File: config.mk
export PLATFORM = sky130hd
export DESIGN_NAME = booth_mul_r4
export DESIGN_NICKNAME = d
export VERILOG_FILES = /design/src/rtl/mul_pkg.sv /design/src/rtl/booth_r4_pp.sv /design/src/rtl/booth_mul_r4.sv
export SDC_FILE = /design/constraint.sdc
export NUM_CORES = 2
export LEC_CHECK = 0
export BUFFER_PORTS_ARGS = -buffer_cell sky130_fd_sc_hd__buf_2
export CAP_MARGIN = 20
export CORE_ASPECT_RATIO = 1.4
export CORE_MARGIN = 5
export CORE_UTILIZATION = 50
export CTS_CLUSTER_SIZE = 30
export DETAILED_ROUTE_END_ITERATION = 10
export PLACE_DENSITY = 0.69
export SLEW_MARGIN = 0
export SYNTH_ARGS = -nofsm -noshare
export SYNTH_HDL_FRONTEND = slang
export SYNTH_SLANG_ARGS = --single-unit
File: constraint.sdc
create_clock -name clk -period 12.3 [get_ports clk]
set_input_delay 2.46 -clock clk [delete_from_list [all_inputs] [get_ports clk]]
set_output_delay 2.46 -clock clk [all_outputs]
set_load 0.01 [all_outputs]
File: src/rtl/mul_pkg.sv
// Shared types for the radix-4 Booth multiplier: FSM states, one-hot Booth digit
// selects, and W/N derivation from the operand width.
package mul_pkg;

    typedef enum logic [1:0] {
        IDLE = 2'd0,
        BUSY = 2'd1,
        DONE = 2'd2
    } state_e;

    typedef enum logic [3:0] {
        SEL_ZERO = 4'b0000,
        SEL_NEG1 = 4'b0001,
        SEL_POS1 = 4'b0010,
        SEL_NEG2 = 4'b0100,
        SEL_POS2 = 4'b1000
    } booth_sel_e;

    // Two extra bits let the unsigned 64-bit case be treated as signed 66-bit.
    function automatic int booth_w(input int xlen);
        return xlen + 2;
    endfunction

    function automatic int booth_n(input int xlen);
        return (xlen + 2) / 2;
    endfunction

    function automatic booth_sel_e booth_decode(input logic [2:0] digit);
        booth_sel_e sel;
        sel = SEL_ZERO;
        case (digit)
            3'b001, 3'b010: sel = SEL_POS1;
            3'b011:         sel = SEL_POS2;
            3'b100:         sel = SEL_NEG2;
            3'b101, 3'b110: sel = SEL_NEG1;
            default:        sel = SEL_ZERO;
        endcase
        return sel;
    endfunction

endpackage

File: src/rtl/booth_r4_pp.sv
// Radix-4 Booth partial product: combinational, zero latency, no handshake.
// Negative digits return the one's complement; the +1 goes out on neg_cin_o.
module booth_r4_pp
    import mul_pkg::*;
#(
    parameter int W2 = 132
) (
    input  logic [2:0]    digit_i,
    input  logic [W2-1:0] md_i,
    output logic [W2-1:0] pp_o,
    output logic          neg_cin_o
);

    booth_sel_e sel;

    assign sel = booth_decode(digit_i);

    always_comb begin
        pp_o      = '0;
        neg_cin_o = 1'b0;
        case (sel)
            SEL_POS1: pp_o = md_i;
            SEL_POS2: pp_o = {md_i[W2-2:0], 1'b0};
            SEL_NEG1: begin
                pp_o      = ~md_i;
                neg_cin_o = 1'b1;
            end
            SEL_NEG2: begin
                pp_o      = ~{md_i[W2-2:0], 1'b0};
                neg_cin_o = 1'b1;
            end
            default: pp_o = '0;
        endcase
    end

endmodule

File: src/rtl/booth_mul_r4.sv
// Iterative radix-4 Booth multiplier (MUL/MULH/MULHSU/MULHU/MULW); k+2 edges from accept
// to out_valid with early out; result held in DONE until out_ready, flush kills anything.
module booth_mul_r4
    import mul_pkg::*;
#(
    parameter int XLEN      = 64,
    parameter int WORD_EN   = 1,
    parameter int EARLY_OUT = 1
) (
    input  logic            clk,
    input  logic            rst,
    input  logic            flush,
    input  logic            in_valid,
    output logic            in_ready,
    input  logic [XLEN-1:0] op_a,
    input  logic [XLEN-1:0] op_b,
    input  logic            a_signed,
    input  logic            b_signed,
    input  logic            sel_hi,
    input  logic            word,
    output logic            out_valid,
    input  logic            out_ready,
    output logic [XLEN-1:0] result
);

    localparam int W  = booth_w(XLEN);
    localparam int N  = booth_n(XLEN);
    localparam int CW = $clog2(N + 1);
    localparam int WB = (XLEN < 32) ? XLEN - 1 : 31;

    function automatic logic [XLEN-1:0] sext_w(input logic [XLEN-1:0] v);
        logic [XLEN-1:0] r;
        for (int i = 0; i < XLEN; i++) r[i] = (i <= WB) ? v[i] : v[WB];
        return r;
    endfunction

    state_e          state_q;
    logic [W:0]      mr_q;
    logic [2*W-1:0]  md_q;
    logic [2*W-1:0]  acc_q;
    logic [CW-1:0]   cnt_q;
    logic            sel_hi_q;
    logic            word_q;
    logic            out_valid_q;
    logic [XLEN-1:0] result_q;

    logic            word_m;
    logic            a_sx;
    logic            b_sx;
    logic [XLEN-1:0] a_src;
    logic [XLEN-1:0] b_src;
    logic [W-1:0]    a_ext;
    logic [W-1:0]    b_ext;
    logic [2*W-1:0]  pp;
    logic            neg_cin;
    logic            terminate;
    logic [2*W-1:0]  acc_d;
    logic [XLEN-1:0] result_d;

    assign word_m = word && (WORD_EN != 0);
    assign a_sx   = a_signed || word_m;
    assign b_sx   = b_signed || word_m;
    assign a_src  = word_m ? sext_w(op_a) : op_a;
    assign b_src  = word_m ? sext_w(op_b) : op_b;
    assign a_ext  = {{2{a_sx & a_src[XLEN-1]}}, a_src};
    assign b_ext  = {{2{b_sx & b_src[XLEN-1]}}, b_src};

    booth_r4_pp #(.W2(2*W)) u_pp (
        .digit_i   (mr_q[2:0]),
        .md_i      (md_q),
        .pp_o      (pp),
        .neg_cin_o (neg_cin)
    );

    // A uniform multiplier register means every remaining Booth digit is zero.
    assign terminate = (cnt_q == CW'(N)) ||
                       ((EARLY_OUT != 0) && ((&mr_q) || (~|mr_q)));
    assign acc_d     = acc_q + pp + {{(2*W-1){1'b0}}, neg_cin};
    assign result_d  = word_q ? sext_w(acc_q[XLEN-1:0])
                     : (sel_hi_q ? acc_q[2*XLEN-1:XLEN] : acc_q[XLEN-1:0]);

    always_ff @(posedge clk) begin
        if (rst) begin
            state_q     <= IDLE;
            mr_q        <= '0;
            md_q        <= '0;
            acc_q       <= '0;
            cnt_q       <= '0;
            sel_hi_q    <= 1'b0;
            word_q      <= 1'b0;
            out_valid_q <= 1'b0;
            result_q    <= '0;
        end else if (flush) begin
            state_q     <= IDLE;
            out_valid_q <= 1'b0;
            cnt_q       <= '0;
        end else begin
            case (state_q)
                IDLE: begin
                    if (in_valid) begin
                        mr_q     <= {b_ext, 1'b0};
                        md_q     <= {{W{a_ext[W-1]}}, a_ext};
                        acc_q    <= '0;
                        cnt_q    <= '0;
                        sel_hi_q <= sel_hi;
                        word_q   <= word_m;
                        state_q  <= BUSY;
                    end
                end
                BUSY: begin
                    if (terminate) begin
                        result_q    <= result_d;
                        out_valid_q <= 1'b1;
                        state_q     <= DONE;
                    end else begin
                        acc_q <= acc_d;
                        md_q  <= {md_q[2*W-3:0], 2'b00};
                        mr_q  <= {{2{mr_q[W]}}, mr_q[W:2]};
                        cnt_q <= cnt_q + 1'b1;
                    end
                end
                DONE: begin
                    if (out_ready) begin
                        out_valid_q <= 1'b0;
                        state_q     <= IDLE;
                    end
                end
                default: state_q <= IDLE;
            endcase
        end
    end

    assign in_ready  = (state_q == IDLE);
    assign out_valid = out_valid_q;
    assign result    = result_q;

endmodule
==> results.yml <==
cts:
  cts-root-buf: "clkbuf_16"
  htree_levels: 2
  clk_latency_ns: 0.59
  tritoncts: "yes"
  clock_path_buffers: 3
  post_cts_buffers: 0
  post_cts_resized: 0
  cts_made_buffers: 42
  clkTransAtPathRegs_ns: 0.06
  cts_hold_buf: 0
  clock_sinks: 398
timing:
  finalSetupViolCount: 0
  holdWs_ns: 0.472
  fin_crit_ns: 6.05
  skew_ns: 0.0154
  rsz0062_at_grt: "false"
  slew_headroom_pct: 27.4
  drv_slew: 0
  report.final.hold_viol_count: 0
  finalCritPeriodShare_pct: 49.2
  tightest_slew_ns: 1.09
  fmax_mhz: 165
  tns_ns: 0
synthesis:
  synth_cells: 3807
  yosysWarnings: 0
  synth_edf_count: 0
  synthDistinctLibCells: 83
  ys_seq_area_share_pct: 28.7
  synth.area.top_cells: "dfxtp_1 29%, nand2_1 9.2%, a21oi_1 6.8%"
  yosysTopAreaCell: "dfxtp_1"
  ys_ff_latch: 398
  postSynthAreaPerCell_um2: 7.30
  synth_nets: 4074
  synth_top_flop_cell: "dfxtp_1"
  synth_most_common_cell: "nand2_1"
  synthArstFlopShare_pct: 0
  ys_top_cells_by_count: "684 x nand2_1, 398 x dfxtp_1, 380 x a21oi_1, 286 x nor2_1, 243 x clkbuf_1"
  syn-cell-area_mm2: 0.0278
  netlist.area_leader.share_pct: 28.7
job:
  max_cap_violations: 0
die:
  rows: 102
  start_util_pct: 50.3
  core_area_mm2: 0.0553
  fp.dieW_um: 209
  dieHeight_um: 289
  dieArea_mm2: 0.0605
  io_pins: 203
grt:
  grt_max_degree: 205
  grt_pass1_wl_um: 146000
  antenna_found_initial: 2
  grt_overflow: 0
  grt_pass1_vias: 26630
  grtUsageTotal_pct: 29.6
setup_path:
  critPathKind: "flip-flop to flip-flop"
  max_stage_delay_ns: 0.90
  reg2reg_slack_ns: 6.25
  worstPathCellList: "buf_4 > buf_4 > xnor2_1 > o221ai_1 > ha_1 > a21oi_1 > o21ai_0 > a221oi_1 > o21bai_1 > a211oi_1 > o21a_1 > a21oi_2 > nor3b_1 > o21ai_2 > mux2i_1 > a221o_1"
  crit_top_cell: "buf_4"
  cp-end-kind: "flip-flop"
  cp_max_fo: 56
  slowest_stage: "buf_4"
  cp.required_ns: 12.78
  start_kind: "flip-flop"
  arrival_ns: 6.53
drt:
  drt_iter0_markers: 2254
  antenna_left: 0
  first_pass_iters: 5
  vias_per_cell: 6.20
  routed_wl_um: 94400
  via_count: 28005
  avgRoutedWirePerCell_um: 20.9
  drcViolationCount: 0
finish:
  fin_cells: 4516
  drive_gt1_share_pct: 9.22
  ff_latch_area_mm2: 0.00797
  fillers: 5471
  fin_nets: 4021
  multiInputGateArea_mm2: 0.0184
  syn_to_final_growth_pct: 8.63
  fin_area_mm2: 0.0302
power_and_ir_drop:
  p_per_area_mw_per_mm2: 109
  p_leak_nw: 10.9
  peakVddDrop_v: 0.000132
  power_w: 0.00330
min_path:
  hp-class: "flip-flop to flip-flop"
placed_design:
  port_buffers: 202
  dpl-instance-area_mm2: 0.0287
  gp_congestion: 1.03
  dp_cells: 4436
  hpwl_um: 68400
outcome:
  outcome: "finished clean"
## flip-flops by register name, summed over array words and instances, names as in the netlist
name / cells
state_q: 2
cnt_q: 6
sel_hi_q: 1
result: 64
word_q: 1
mr_q: 67
out_valid: 1
md_q: 128
acc_q: 128
## power by group
part	switching, W	total [W]	leakage [nW]	internal, W
logic	0.000354	0.000560	6.95	0.000206
clock network	0.000576	0.00134	0.704	0.000766
registers	0.0000642	0.00140	3.23	0.00133
total	0.000995	0.00330	10.9	0.00230
## routing by layer
metal / vias up / global-route usage (%) / share of wire (%)
met2: 891 / 52.8 / 50
met3: 255 / 3.63 / 5.5
met4: 2 / 14.0 / 5.2
li1: 13729 / - / -
met1: 13128 / 35.2 / 40
met5: - / 0 / 0.014
## critical path, delay by kind of cell (launching register included)
kind                       cells  cell delay, ns
AOI/OAI and AO/OA             10            2.11
buffers and inverters          2            1.61
DFF                            1            0.68
and+or+nand+nor                1            0.66
adders and majority gates      1            0.44
xor gates and xnor gates       1            0.20
muxes                          1            0.15
## stage by stage
stage	worst slack, ns	utilization, %
2_1_floorplan	8.05	-
3_3_place_gp	6.39	52.0
3_5_place_dp	6.35	52.0
4_1_cts	6.32	54.6
5_1_grt	5.93	54.7
6_report	6.25	54.7
## placed cells by master (no fill, tap or decap), types with 27 or more instances in the layout
master       n
a211oi_1    76
a21o_1      53
a21oi_1    380
a22oi_1     27
a311oi_1    63
a31oi_1     76
buf_2      201
buf_4       30
clkbuf_16   45
dfxtp_1    396
ha_1       128
inv_1       42
mux2i_1     35
nand2_1    683
nand3_1    125
nand4_1     85
nor2_1     284
nor2b_1     42
nor3_1      73
nor4_1      27
o211ai_1    73
o21ai_0    157
o21ai_1     27
o21bai_1    41
o221ai_1   131
xnor2_1    196
xor2_1      55
## cell families (layout without fill, tap and decap cells)
family / after synthesis / after routing / synth area share (%)
xor gates and xnor gates: 252 / 252 / 7.94
and+or+nand+nor: 1401 / 1401 / 22.1
AOI/OAI and AO/OA: 1216 / 1216 / 28.7
buffers and inverters: 375 / 355 / 5.46
adders and majority gates: 130 / 130 / 5.90
DFF: 398 / 398 / 28.7
other: 0 / 1 / 0
muxes: 35 / 35 / 1.26
## final timing paths
check                    startpoint  cells after the start                 endpoint
max            mr_q[2]$_SDFFE_PP0P_                     16  acc_q[126]$_SDFFE_PP0P_
min          acc_q[59]$_SDFFE_PP0P_                      2   acc_q[59]$_SDFFE_PP0P_
max reg2reg    mr_q[2]$_SDFFE_PP0P_                     16  acc_q[126]$_SDFFE_PP0P_
min reg2reg  acc_q[59]$_SDFFE_PP0P_                      2   acc_q[59]$_SDFFE_PP0P_
## layout make-up
| type | count | area share, % |
|---|---|---|
| flip-flops and latches | 398 | 26.4 |
| well taps | 728 | 3.02 |
| multi-input cells | 3034 | 61.0 |
| repair buffers | 235 | 4.32 |
| diodes | 1 | 0.00828 |
| clock inverters | 21 | 0.729 |
| inverters | 43 | 0.534 |
| clock buffers | 56 | 4.03 |
Note: power is estimated with default switching activity, not from simulation.
